`config.mk`:
```
export PLATFORM = sky130hd
export DESIGN_NAME = glb_core_proc_router_pipe
export DESIGN_NICKNAME = d
export VERILOG_FILES = /design/src/rtl/global_buffer_param.sv /design/src/rtl/global_buffer_pkg.sv /design/src/rtl/glb_rdrs_fifo.sv /design/src/rtl/glb_core_proc_router_pipe.sv
export SDC_FILE = /design/constraint.sdc
export NUM_CORES = 1
export LEC_CHECK = 0
export CAP_MARGIN = 20
export CORE_AREA = 2 2 208 210
export DETAILED_ROUTE_END_ITERATION = 6
export DIE_AREA = 0 0 210 212
export GPL_TIMING_DRIVEN = 0
export MAX_ROUTING_LAYER = met4
export PLACE_DENSITY = 0.76
export SETUP_SLACK_MARGIN = 0.5
export SLEW_MARGIN = 20
export SYNTH_ARGS = -nofsm -noshare
export SYNTH_HDL_FRONTEND = slang
export SYNTH_SLANG_ARGS = --single-unit
```
`constraint.sdc`:
```
create_clock -name clk -period 2.72 [get_ports clk]
set_input_delay 0.544 -clock clk [delete_from_list [all_inputs] [get_ports clk]]
set_output_delay 0.544 -clock clk [all_outputs]
set_load 0.05 [all_outputs]
```
`src/rtl/global_buffer_param.sv`:
```
// global_buffer_param: global-buffer widths and processor-router configuration defaults.
package global_buffer_param;
    localparam int TILE_SEL_ADDR_WIDTH  = 4;
    localparam int BANK_ADDR_WIDTH      = 16;
    localparam int BANK_DATA_WIDTH      = 32;
    localparam int BANK_STRB_WIDTH      = BANK_DATA_WIDTH / 8;
    localparam int PROC_PIPE_DEPTH      = 1;
    localparam int PROC_RDRS_FIFO_DEPTH = 4;
endpackage

```
`src/rtl/global_buffer_pkg.sv`:
```
// global_buffer_pkg: packet types carried on the processor router ring.
package global_buffer_pkg;
    import global_buffer_param::*;

    typedef struct packed {
        logic                       wr_en;
        logic [BANK_STRB_WIDTH-1:0] wr_strb;
        logic [BANK_ADDR_WIDTH-1:0] wr_addr;
        logic [BANK_DATA_WIDTH-1:0] wr_data;
    } wr_packet_t;

    typedef struct packed {
        logic                       rd_en;
        logic [BANK_ADDR_WIDTH-1:0] rd_addr;
    } rdrq_packet_t;

    typedef struct packed {
        logic [BANK_DATA_WIDTH-1:0] rd_data;
        logic                       rd_data_valid;
    } rdrs_packet_t;

    typedef struct packed {
        wr_packet_t   wr;
        rdrq_packet_t rdrq;
        rdrs_packet_t rdrs;
    } packet_t;
endpackage

```
`src/rtl/glb_rdrs_fifo.sv`:
```
// glb_rdrs_fifo: skid FIFO for deferred local read responses; wrap-bit pointers,
// storage is not reset. Push while full is accepted only together with a pop.
module glb_rdrs_fifo #(
    parameter int  DEPTH = 4,
    parameter type T     = logic
) (
    input  logic clk,
    input  logic reset,
    input  logic push_i,
    input  logic pop_i,
    input  T     din_i,
    output logic full_o,
    output logic empty_o,
    output T     head_o
);
    localparam int AW = $clog2(DEPTH);

    logic [AW:0] wr_ptr_q, rd_ptr_q;
    T            mem_q [DEPTH];
    logic        do_pop, do_push;

    assign empty_o = wr_ptr_q == rd_ptr_q;
    assign full_o  = (wr_ptr_q[AW] != rd_ptr_q[AW]) && (wr_ptr_q[AW-1:0] == rd_ptr_q[AW-1:0]);
    assign do_pop  = pop_i && !empty_o;
    assign do_push = push_i && (!full_o || do_pop);
    assign head_o  = mem_q[rd_ptr_q[AW-1:0]];

    always_ff @(posedge clk or negedge reset)
        if (!reset) begin
            wr_ptr_q <= '0;
            rd_ptr_q <= '0;
        end else begin
            if (do_push) wr_ptr_q <= wr_ptr_q + 1'b1;
            if (do_pop) rd_ptr_q <= rd_ptr_q + 1'b1;
        end

    always_ff @(posedge clk)
        if (do_push) mem_q[wr_ptr_q[AW-1:0]] <= din_i;
endmodule

```
`src/rtl/glb_core_proc_router_pipe.sv`:
```
// glb_core_proc_router_pipe: pipelined w2e/e2w processor router that taps the local
// direction and merges core read responses into free slots. Optional: GLB_PROC_ROUTER_STATS_EN.
module glb_core_proc_router_pipe
    import global_buffer_pkg::*;
    import global_buffer_param::*;
#(
    parameter int NUM_PIPE        = PROC_PIPE_DEPTH,
    parameter int RDRS_FIFO_DEPTH = PROC_RDRS_FIFO_DEPTH
) (
    input  logic                           clk,
    input  logic                           reset,
    input  logic [TILE_SEL_ADDR_WIDTH-1:0] glb_tile_id,
    input  packet_t                        packet_w2e_wsti,
    output packet_t                        packet_w2e_esto,
    input  packet_t                        packet_e2w_esti,
    output packet_t                        packet_e2w_wsto,
    output wr_packet_t                     wr_packet_pr2sw,
    output rdrq_packet_t                   rdrq_packet_pr2sw,
    input  rdrs_packet_t                   rdrs_packet_sw2pr,
    output logic                           rdrs_fifo_full,
    output logic                           rdrs_overflow,
    output logic [15:0]                    stat_collision_cnt
);
    packet_t      w2e_q [NUM_PIPE];
    packet_t      e2w_q [NUM_PIPE];
    packet_t      loc_pt;
    rdrs_packet_t rsp_q, fifo_head, merged_rdrs;
    logic         is_e2w, slot_free, loc_vld, fifo_empty, fifo_full, push, pop;
    logic         rdrs_overflow_q, rdrs_overflow_d, unused_tile;

    always_ff @(posedge clk or negedge reset)
        if (!reset) begin
            for (int i = 0; i < NUM_PIPE; i++) begin
                w2e_q[i] <= '0;
                e2w_q[i] <= '0;
            end
            rsp_q           <= '0;
            rdrs_overflow_q <= 1'b0;
        end else begin
            w2e_q[0]        <= packet_w2e_wsti;
            e2w_q[0]        <= packet_e2w_esti;
            for (int i = 1; i < NUM_PIPE; i++) begin
                w2e_q[i] <= w2e_q[i-1];
                e2w_q[i] <= e2w_q[i-1];
            end
            rsp_q           <= rdrs_packet_sw2pr;
            rdrs_overflow_q <= rdrs_overflow_d;
        end

    assign unused_tile = ^glb_tile_id[TILE_SEL_ADDR_WIDTH-1:1];
    assign is_e2w      = glb_tile_id[0];
    assign loc_pt      = is_e2w ? e2w_q[NUM_PIPE-1] : w2e_q[NUM_PIPE-1];
    assign slot_free   = !loc_pt.rdrs.rd_data_valid;
    assign loc_vld     = rsp_q.rd_data_valid;
    // a local response bypasses the FIFO only when it can go out immediately
    assign pop         = slot_free && !fifo_empty;
    assign push        = loc_vld && !(slot_free && fifo_empty);
    assign merged_rdrs = !slot_free ? loc_pt.rdrs : !fifo_empty ? fifo_head : loc_vld ? rsp_q : loc_pt.rdrs;
    assign rdrs_overflow_d = rdrs_overflow_q | (push && fifo_full && !pop);

    glb_rdrs_fifo #(.DEPTH(RDRS_FIFO_DEPTH), .T(rdrs_packet_t)) u_fifo (
        .clk    (clk),
        .reset  (reset),
        .push_i (push),
        .pop_i  (pop),
        .din_i  (rsp_q),
        .full_o (fifo_full),
        .empty_o(fifo_empty),
        .head_o (fifo_head)
    );

    always_comb begin
        packet_w2e_esto = w2e_q[NUM_PIPE-1];
        packet_e2w_wsto = e2w_q[NUM_PIPE-1];
        if (is_e2w) packet_e2w_wsto.rdrs = merged_rdrs;
        else packet_w2e_esto.rdrs = merged_rdrs;
    end

    assign wr_packet_pr2sw   = loc_pt.wr;
    assign rdrq_packet_pr2sw = loc_pt.rdrq;
    assign rdrs_fifo_full    = fifo_full;
    assign rdrs_overflow     = rdrs_overflow_q;

`ifdef GLB_PROC_ROUTER_STATS_EN
    logic [15:0] coll_cnt_q, coll_cnt_d;

    assign coll_cnt_d = (loc_vld && !slot_free && coll_cnt_q != 16'hFFFF) ? coll_cnt_q + 16'd1 : coll_cnt_q;

    always_ff @(posedge clk or negedge reset)
        if (!reset) coll_cnt_q <= '0;
        else coll_cnt_q <= coll_cnt_d;

    assign stat_collision_cnt = coll_cnt_q;
`else
    assign stat_collision_cnt = 16'h0;
`endif
endmodule

```
* Word level (Yosys, flattened, before mapping)
Memory sizes are Yosys's and may differ from the RTL's.
Cells that the tools add are included.
** Word-level totals
- Input port bits :: 245
- Flip-flop bits (word level) :: 246
- Bits in writable memories :: 132
- Output and inout port bits :: 294
- Memories kept :: 1
** Memory list
- u_fifo.mem_q :: words 4, bits a word 33, read ports 1, clocked after Yosys merged registers in 0, wr ports 1, line glb_rdrs_fifo.sv:19 : T mem_q [DEPTH];
** Operators by class
- Reductions and logical operators :: 14
- Equal/unequal tests :: 3
- Add/subtract/negate cells :: 2
- Bitwise gates (word level) :: 1
- Muxes and demuxes :: 8
** Operator list (number)
- 33-bit two-way mux :: 5
- 103-bit two-way mux :: 1
- 1-bit logical AND :: 8
- 3-bit by 1-bit adder with 3-bit output, second input constant :: 2
- 1-bit zero test :: 5
- 3-bit equality test :: 1
- 2-bit equality test :: 1
- 1-bit two-way mux :: 2
- 1-bit logical OR :: 1
- 1-bit != test :: 1
- 1-bit bitwise OR :: 1

* Logic depth before layout (Yosys ltp)
Gate-level depths: netlist (run 1).
- Word-level depth :: 8
- Mapped depth :: 7
- Depth with buffers taken out :: 4

* Hierarchy
Synthesis (run 1) repeated with hierarchy kept, for this count alone.
** Unflattened totals
- Cells, all modules :: 868
- Area total of the unflattened synthesis :: 14646.5 sq um
** Modules (own cells, without submodules)
- glb_core_proc_router_pipe :: cells an instance 649, seq. area each 6005.8 sq um, area an instance 9432.8 sq um, times used 1
- glb_rdrs_fifo :: cells an instance 219, seq. area each 4113.9 sq um, area an instance 5213.8 sq um, times used 1

* Worst setup path after synthesis (run 1)
Ideal clock, no wire load.
- Path type :: input-to-output
- From :: in glb_tile_id[0]
- To :: out packet_w2e_esto[2] in the netlist's numbering
- Data required time :: 2.176 ns
- Buffers on the path :: 2
- Stages :: 5
- Path slack :: -0.037 ns
- Arrival :: 2.213 ns
- Path through :: buf_2 -> nor2_1 -> o21a_2 -> buf_2 -> a2bb2oi_1
** RTL lines
- from (decl) :: line glb_core_proc_router_pipe.sv:12 : input logic [TILE_SEL_ADDR_WIDTH-1:0] glb_tile_id,
- to (decl) :: line glb_core_proc_router_pipe.sv:14 : output packet_t packet_w2e_esto,

==> results of run 1 <==
sequential cells by signal (all words and copies together) (netlist names):
register and count:
packet_w2e_esto 70, packet_e2w_wsto 70, loc_vld 1, rdrs_overflow 1
u_fifo.mem_q 132, u_fifo.rd_ptr_q 3, e2w_q 33, w2e_q 33
u_fifo.wr_ptr_q 3, rsp_q 32
worst max-delay path by stage:
| stage | start | end |
|---|---|---|
| final | u_fifo.rd_ptr_q[0]$_DFFE_PN0P_ | packet_e2w_wsto[11] |
| after global routing | u_fifo.rd_ptr_q[0]$_DFFE_PN0P_ | packet_w2e_esto[12] |
| after CTS | u_fifo.rd_ptr_q[0]$_DFFE_PN0P_ | packet_e2w_wsto[20] |
| after detailed placement | glb_tile_id[0] | packet_e2w_wsto[20] |
| after global placement | reset | packet_e2w_wsto[43]$_DFF_PN0_ |
| after floorplan | u_fifo.rd_ptr_q[1]$_DFFE_PN0P_ | packet_e2w_wsto[32] |
metrics by stage:
step | power (mW) | cell area [um2] | TNS (ns) | util (%) | instances
after global routing | 22.50 | 23140 | -18.00 | 54.45 | 2018
final | 21.60 | 23140 | -10.04 | 54.45 | 2018
after detailed placement | 14.89 | 21260 | -170.08 | 50.02 | 1895
after floorplan | 12.45 | 15300 | 0 | - | 827
after global placement | 14.77 | 21180 | -2634.85 | 49.83 | 1892
after CTS | 21.85 | 23030 | -11.88 | 54.17 | 2002
power by group:
group          total [mW]  internal, mW  switching [mW]
Sequential           6.96          6.65           0.318
Clock                5.65          3.28            2.37
Combinational        8.98          3.88            5.10
synth_stat cells (all sizes together) (4+ instances only):
library cell	instances	area, um2
clkbuf	7	26.28
ha	5	62.56
xnor2	6	86.34
mux4	33	743.2
mux2	73	825.8
o22ai	32	387.9
nor2	4	17.52
inv	5	18.77
dfrtp	246	6156
edfxtp	132	3964
a2bb2oi	64	779.5
buf	184	1365
cell families after synthesis:
group	count (synthesis)
flops	378
compound gates	104
xor+xnor	9
other cells	1
mux	107
buf+inv	196
simple gates	12
fa+ha+maj	5
final cells by class:
class                   instances  area [um2]  area share, %
well taps                     546       683.2          2.952
inverters                       5       18.77        0.08109
flip-flops and latches        378       10120          43.72
repair buffers                554        5265          22.75
clock inverters                15       121.4         0.5244
diodes                         12       30.03         0.1297
clock buffers                  64        1277          5.520
multi-input cells             253        3986          17.22
plain buffers                 191        1643          7.098
metal layers:
layer | up-vias | GRT usage (%) | routed length (um)
li1 | 4060 | - | -
met1 | 4715 | 24.52 | 17560
met2 | 376 | 34.84 | 23680
met3 | 80 | 5.820 | 3053
met4 | 0 | 7.948 | 1438
met5 | - | - | 0
repair_timing:
action / 4_1_cts / 5_1_grt
hold endpoints to repair: 59 / 0
hold buffers: 1 / 0
pin swaps: 30 / 4
setup endpoints to repair: 377 / 171
buffers inserted: 24 / 4
gates cloned: 3 / 0
resized for setup: 961 / 96
==> out/qor.csv, run 1 <==
stage,metric,value,unit
cts,root_buffer,clkbuf_16,
placed_design,port_buffers,519,
sta,drv_slew,0,
sta,fin_crit_sh,107.3,%
drt,totalWireLength,45730,um
finish,layout_commonest_cell,buf_4,
yosys,synth_adder_area_share,0.4287,%
drt,ant_nets,0,
drt,firstDrtPassIters,4,
critical_path,r2r-end,u_fifo.mem_q[0][16]$_DFFE_PP_,
hold_path,whs_path_depth,1,
sta,hold_viol,0,
critical_path,critPathArrivalTime,2.37,ns
drt,wire_per_inst,22.66,um
critical_path,rr_startpoint,u_fifo.rd_ptr_q[2]$_DFFE_PN0P_,
hold_path,hold_path_end,packet_e2w_wsto[56]$_DFF_PN0_,
critical_path,cp-end-kind,primary output,
finish,area_growth,58.62,%
global_routing,globalRouteOverflowTotal,0,
placed_design,post-place-ws,-1.410,ns
critical_path,cp.required,2.18,ns
yosys,synth_compound_area_share,8.429,%
outcome,failed_checks,setup timing,
cts,cts.sink_count,378,
yosys,synthArstFlopShare,65.08,%
cts,cts_tree,yes,
finish,fin_nets,1676,
sta,setup_viol_count_final,66,
yosys,dominantRegCellSynth,dfrtp_1,
global_routing,grt_pass1_wl,66030,um
hold_path,hold_start,packet_e2w_esti[56],
sta,clock_skew,0.01415,ns
placed_design,place.gp.congestion,0.8666,
critical_path,crit_slowest_cell,dfrtp_1,
placed_design,dp_hpwl,32990,um
cts,clock_latency,0.57,ns
critical_path,cp_top_family,buffers and inverters,
yosys,synth_edf_count,132,
yosys,synth_simple_gate_area_share,0.5059,%
cts,clk_pin_slew,0.06,ns
drt,drt-initial-drc-count,417,
critical_path,reg2reg_depth,5,
cts,cts_buffer_depth,3,
drt,drcViolationCount,0,
critical_path,critical_path_buf_inv_count,4,
die,fp.dieW,210,um
pwr,p_leak,9.879,nW
yosys,synth_top_family_by_area,multiplexers,
yosys,synth_seq_cells,378,
outcome,run_status,"finished, violations left",
die,ios,539,
global_routing,gr-usage-all-layers,21.02,%
yosys,syn-cell-area,0.01459,mm2
finish,fill_cells,3431,
yosys,postSynthAreaPerCell,17.97,um2
yosys,synthMuxAreaShare,10.82,%
global_routing,antenna_found_initial,12,
sta,grt_setup_unrepaired,true,
critical_path,critPathMaxFanout,10,
pwr,vdd_drop_max,0.4925,mV
sta,worst_pin_slew,0.5793,ns
job,maxCapViolCount,0,
yosys,yosysUniqueCellTypes,34,
sta,setup_ws,-0.1986,ns
die,fp.dieH,212,um
yosys,netlist_instances,812,
drt,vias,9231,
sta,min_period,2.919,ns
global_routing,grt_max_degree,99,
cts,htreeDepth,2,
die,rows,76,
yosys,ys_warn_count,0,
die,dieArea,0.04452,mm2
yosys,synthXorXnorAreaFrac,0.7717,%
die,core-area,0.04251,mm2
yosys,ys_seq_area_share,69.35,%
critical_path,cp_common_cell,buf_12,
critical_path,max_stage_delay,0.40,ns
global_routing,first_global_vias,10240,
critical_path,r2r_setup_slack,0.67,ns
critical_path,crit_type,reg2out,
pwr,powerDensity,933.3,mW/mm2
sta,holdWs,0.4032,ns
sta,fmaxAchievable,342.6,MHz
sta,max-slew-margin-rel,61.31,%
finish,layout_common_cells,"buf_4 (302), dfrtp_1 (246), clkdlybuf4s50_1 (239)",
critical_path,path_depth,8,
finish,drive_gt1_share,51.99,%
hold_path,min_path_type,in2reg,
die,start_util,34.33,%
cts,cts_buffers,43,
drt,via_per_inst,4.574,
critical_path,crit_path_start_kind,register,
critical_path,crit_chain,"buf_8, xnor2_4, and3_4, buf_12, buf_12, o22ai_2, a2bb2oi_2, buf_6",
Power figures use the tool's default switching activity.
==> run 2, diff against run 1 <==
Clock period 2.72 ns to 3.8 ns, I/O delays scaled along.
==> out/qor.csv, run 2 (same netlist as run 1, synthesis figures left out) <==
stage,metric,value,unit
critical_path,critPathMaxFanout,10,
cts,cts.sink_count,378,
global_routing,grt_pass1_wl,65650,um
finish,fin_nets,1651,
placed_design,dp_hpwl,33260,um
sta,hold_viol,0,
die,fp.dieH,212,um
global_routing,grt_max_degree,99,
drt,via_per_inst,4.558,
finish,drive_gt1_share,37.00,%
sta,grt_setup_unrepaired,true,
drt,wire_per_inst,22.95,um
cts,root_buffer,clkbuf_16,
sta,fmaxAchievable,310.4,MHz
cts,cts_tree,yes,
sta,fin_crit_sh,84.79,%
die,dieArea,0.04452,mm2
drt,firstDrtPassIters,5,
cts,cts_buffer_depth,3,
die,ios,539,
global_routing,first_global_vias,9939,
die,core-area,0.04251,mm2
cts,clk_pin_slew,0.06,ns
finish,largest_reg_flops,132,
critical_path,critPathArrivalTime,2.46,ns
finish,area_growth,50.99,%
critical_path,cp-end-kind,primary output,
placed_design,place.gp.congestion,0.8817,
sta,fin_tns_setup,0,ns
critical_path,reg2reg_depth,4,
cts,htreeDepth,2,
finish,layout_common_cells,"clkdlybuf4s50_1 (381), dfrtp_1 (246), buf_4 (195)",
drt,totalWireLength,45580,um
die,fp.dieW,210,um
global_routing,globalRouteOverflowTotal,0,
job,maxCapViolCount,0,
pwr,vdd_drop_max,0.3313,mV
die,start_util,34.33,%
global_routing,antenna_found_initial,7,
drt,drcViolationCount,0,
pwr,powerDensity,653.8,mW/mm2
drt,ant_nets,0,
hold_path,min_path_type,in2async,
critical_path,crit_type,reg2out,
critical_path,r2r_setup_slack,1.37,ns
placed_design,port_buffers,519,
cts,clock_latency,0.57,ns
critical_path,cp.required,3.04,ns
sta,max-slew-margin-rel,34.77,%
outcome,run_status,finished clean,
sta,min_period,3.222,ns
sta,drv_slew,0,
drt,drt-initial-drc-count,424,
cts,cts_buffers,43,
pwr,power,14.40,mW
sta,worst_pin_slew,0.9784,ns
drt,vias,9053,
cts,cts_hold_repair.buffers,0,
die,rows,76,
finish,layout_commonest_cell,clkdlybuf4s50_1,
pwr,p_leak,9.078,nW
global_routing,gr-usage-all-layers,20.92,%
sta,clock_skew,0.01665,ns
sta,setup_viol_count_final,0,
critical_path,crit_path_start_kind,register,
-- run 2: cell count changes in the layout (fill, tap and decap cells not counted), moves of 23 or more --
cell / previous run / this run
clkdlybuf4s50_1: 239 / 381
buf_4: 302 / 195
dlygate4sd2_1: 0 / 67
buf_6: 75 / 11
a2bb2oi_4: 38 / 0
dlymetal6s2s_1: 30 / 0
a2bb2oi_1: 0 / 24
o22ai_4: 24 / 0
o22ai_2: 7 / 30
-- run 2: power by group --
group	internal (mW)	switching, mW
registers	4.76	0.209
clock network	2.63	1.69
logic	1.98	3.13
-- run 2: path summary, 6_finish.rpt --
path / from / to
setup / recovery: u_fifo.rd_ptr_q[1]$_DFFE_PN0P_ / packet_e2w_wsto[9]
hold / removal: reset / e2w_q[12]$_DFF_PN0_
setup reg to reg: e2w_q[0]$_DFF_PN0_ / u_fifo.mem_q[0][18]$_DFFE_PP_
hold reg to reg: rdrs_overflow$_DFF_PN0_ / rdrs_overflow$_DFF_PN0_
max in group asynchronous: reset / packet_w2e_esto[82]$_DFF_PN0_
min in group clk: rdrs_overflow$_DFF_PN0_ / rdrs_overflow$_DFF_PN0_
-- run 2: routing by layer --
metal | track usage [%] | part of all wire, % | vias to the layer above
met5 | - | 0 | -
met4 | 6.897 | 2.5 | 0
met3 | 5.908 | 8.1 | 66
met2 | 35.93 | 52 | 413
met1 | 23.66 | 37 | 4584
li1 | - | - | 3990
-- run 2: layout make-up --
cell class	count	area (um2)
Fill cell	3503	20470
Sequential cell	378	10120
Timing Repair Buffer	529	5055
Multi-Input combinational cell	253	3201
Buffer	191	1468
Clock buffer	52	1141
Tap cell	546	683.2
Clock inverter	27	334.1
Inverter	5	18.77
Antenna cell	5	12.51
-- run 2: what timing repair did --
action,4_1_cts,5_1_grt
pin swaps,2,0
endpoints found under the setup margin,137,62
resized for setup,453,57
cloned,1,0
setup buffers,6,0
-- run 2: through the flow --
stage | cell area (um2) | setup WS, ns | std cells | utilization (%) | hold WS [ns]
detailed placement | 20610 | -0.9797 | 1895 | 48.48 | 0.4542
global route | 22030 | 0.4870 | 1986 | 51.83 | 0.2051
finish | 22030 | 0.5781 | 1986 | 51.83 | 0.1818
CTS | 21890 | 0.5037 | 1981 | 51.50 | 0.1796
floorplan | 14650 | 0.6106 | 827 | - | 0.4644
global placement | 20530 | -9.091 | 1892 | 48.29 | 0.4553
-- run 2: worst max-delay path, cell delays in order (launching register included) --
cell and delay [ns]:
dfrtp_1 0.39, buf_4 0.20, xnor2_4 0.21, nand3_1 0.21, o21a_4 0.30, buf_4 0.21, a2bb2oi_2 0.14, clkbuf_4 0.23
==> run 3, diff against run 2 <==
Clock period 3.8 ns to 3.3 ns, I/O delays scaled along.
==> out/qor.csv, run 3 (same netlist as run 1, synthesis figures left out) <==
stage,metric,value,unit
pwr,power,17.73,mW
sta,setup_viol_count_final,0,
global_routing,globalRouteOverflowTotal,0,
cts,clock_latency,0.56,ns
drt,ant_nets,0,
critical_path,crit_chain,"buf_12, xnor2_4, and3_4, buf_12, clkbuf_16, o22ai_2, a2bb2oi_2, buf_4",
critical_path,critPathArrivalTime,2.37,ns
critical_path,crit_path_start_kind,register,
sta,fmaxAchievable,329.5,MHz
die,start_util,34.33,%
sta,min_period,3.034,ns
finish,drive_gt1_share,43.92,%
critical_path,critPathMaxFanout,8,
sta,max-slew-margin-rel,35.26,%
die,dieArea,0.04452,mm2
sta,holdWs,0.07754,ns
cts,clk_pin_slew,0.06,ns
critical_path,crit_slowest_cell,dfrtp_1,
pwr,p_leak,9.253,nW
critical_path,cp_common_cell,buf_12,
outcome,run_status,finished clean,
sta,fin_tns_setup,0,ns
global_routing,grt_pass1_wl,62510,um
finish,largest_reg_flops,132,
pwr,powerDensity,777.4,mW/mm2
cts,cts_buffers,42,
placed_design,dp_hpwl,31700,um
critical_path,critical_path_buf_inv_count,4,
cts,root_buffer,clkbuf_16,
hold_path,min_path_type,in2async,
drt,wire_per_inst,22.25,um
sta,grt_setup_unrepaired,true,
critical_path,cp.required,2.64,ns
global_routing,gr-usage-all-layers,19.90,%
sta,worst_pin_slew,0.9711,ns
sta,drv_slew,0,
sta,hold_viol,0,
placed_design,dp.cells,1895,
die,rows,76,
drt,via_per_inst,4.538,
global_routing,first_global_vias,9666,
cts,cts_tree,yes,
die,ios,539,
drt,vias,9076,
placed_design,port_buffers,519,
global_routing,grt_max_degree,99,
cts,htreeDepth,2,
drt,firstDrtPassIters,4,
critical_path,cp_top_family,buffers and inverters,
cts,cts_buffer_depth,3,
drt,totalWireLength,44500,um
die,fp.dieW,210,um
critical_path,crit_type,reg2out,
global_routing,antenna_found_initial,7,
placed_design,place.gp.congestion,0.8886,
finish,area_growth,56.29,%
finish,finalNonFillerCells,2000,
finish,layout_common_cells,"clkdlybuf4s50_1 (380), dfrtp_1 (245), buf_4 (195)",
finish,fin_nets,1665,
job,maxCapViolCount,0,
critical_path,max_stage_delay,0.41,ns
pwr,vdd_drop_max,0.4104,mV
finish,layout_commonest_cell,clkdlybuf4s50_1,
drt,drt-initial-drc-count,372,
drt,drcViolationCount,0,
die,core-area,0.04251,mm2
critical_path,cp-end-kind,primary output,
die,fp.dieH,212,um
cts,cts.sink_count,378,
sta,clock_skew,0.02950,ns
sta,fin_crit_sh,91.95,%
[run 3: cell types whose count changed in the layout (fill, tap and decap cells not counted), sizes merged, moves of 3 or more]
| cell | before | now |
|---|---|---|
| clkinv | 18 | 9 |
| bufinv | 7 | 4 |
| dlygate4sd2 | 67 | 1 |
| clkdlybuf4s15 | 5 | 27 |
| buf | 241 | 312 |
[run 3: path summary, 6_finish.rpt]
path	from	to	slack, ns	cells after the start
max	u_fifo.rd_ptr_q[0]$_DFFE_PN0P_	packet_w2e_esto[20]	0.27	8
min	reset	e2w_q[7]$_DFF_PN0_	0.08	1
max reg2reg	e2w_q[0]$_DFF_PN0_	u_fifo.mem_q[1][11]$_DFFE_PP_	0.90	4
min reg2reg	rdrs_overflow$_DFF_PN0_	rdrs_overflow$_DFF_PN0_	0.47	1
max in group asynchronous	reset	packet_e2w_wsto[65]$_DFF_PN0_	2.32	2
min in group clk	rdrs_overflow$_DFF_PN0_	rdrs_overflow$_DFF_PN0_	0.47	1
[run 3: layout make-up]
type / count / area (um2)
inverter: 5 / 18.77
clock buffer: 61 / 1256
tap: 546 / 683.2
antenna: 6 / 15.01
multi-input combinational: 253 / 3562
timing repair buffer: 544 / 5388
sequential: 378 / 10120
clock inverter: 16 / 190.2
buffer: 191 / 1572
fill: 3367 / 19700
[run 3: through the flow]
| stage | area, um2 | util (%) | setup slack [ns] |
|---|---|---|---|
| 2_1_floorplan | 14730 | - | 0.3106 |
| 3_3_place_gp | 20610 | 48.48 | -9.373 |
| 3_5_place_dp | 20690 | 48.68 | -1.344 |
| 4_1_cts | 22570 | 53.09 | 0.2316 |
| 5_1_grt | 22810 | 53.65 | 0.1599 |
| 6_report | 22810 | 53.65 | 0.2655 |
[run 3: layer usage]
| layer | routed length (um) | vias up | global-route usage [%] |
|---|---|---|---|
| met2 | 23380 | 360 | 34.36 |
| li1 | - | 4048 | - |
| met3 | 3330 | 80 | 5.761 |
| met4 | 1317 | 0 | 6.799 |
| met1 | 16480 | 4588 | 22.15 |
| met5 | 0 | - | - |
[run 3: timing repair]
item / 4_1_cts / 5_1_grt
resized for setup: 690 / 171
buffers inserted: 13 / 3
gates cloned: 2 / 4
pin swaps: 9 / 23
hold buffers: 0 / 0
endpoints found under the hold margin: 0 / 0
setup endpoints to repair: 137 / 134
[run 3: power by group]
group | leakage, nW | internal [mW] | switching, mW
registers | 4.07 | 5.48 | 0.258
logic | 4.47 | 3.11 | 4.04
clock network | 0.708 | 2.96 | 1.88
[run 3: worst register-to-register path, stage by stage, from the launching register on]
cell and delay [ns]:
dfrtp_1 0.45, mux2i_1 0.30, xnor2_1 0.20, o21a_2 0.21
and2_2 0.79
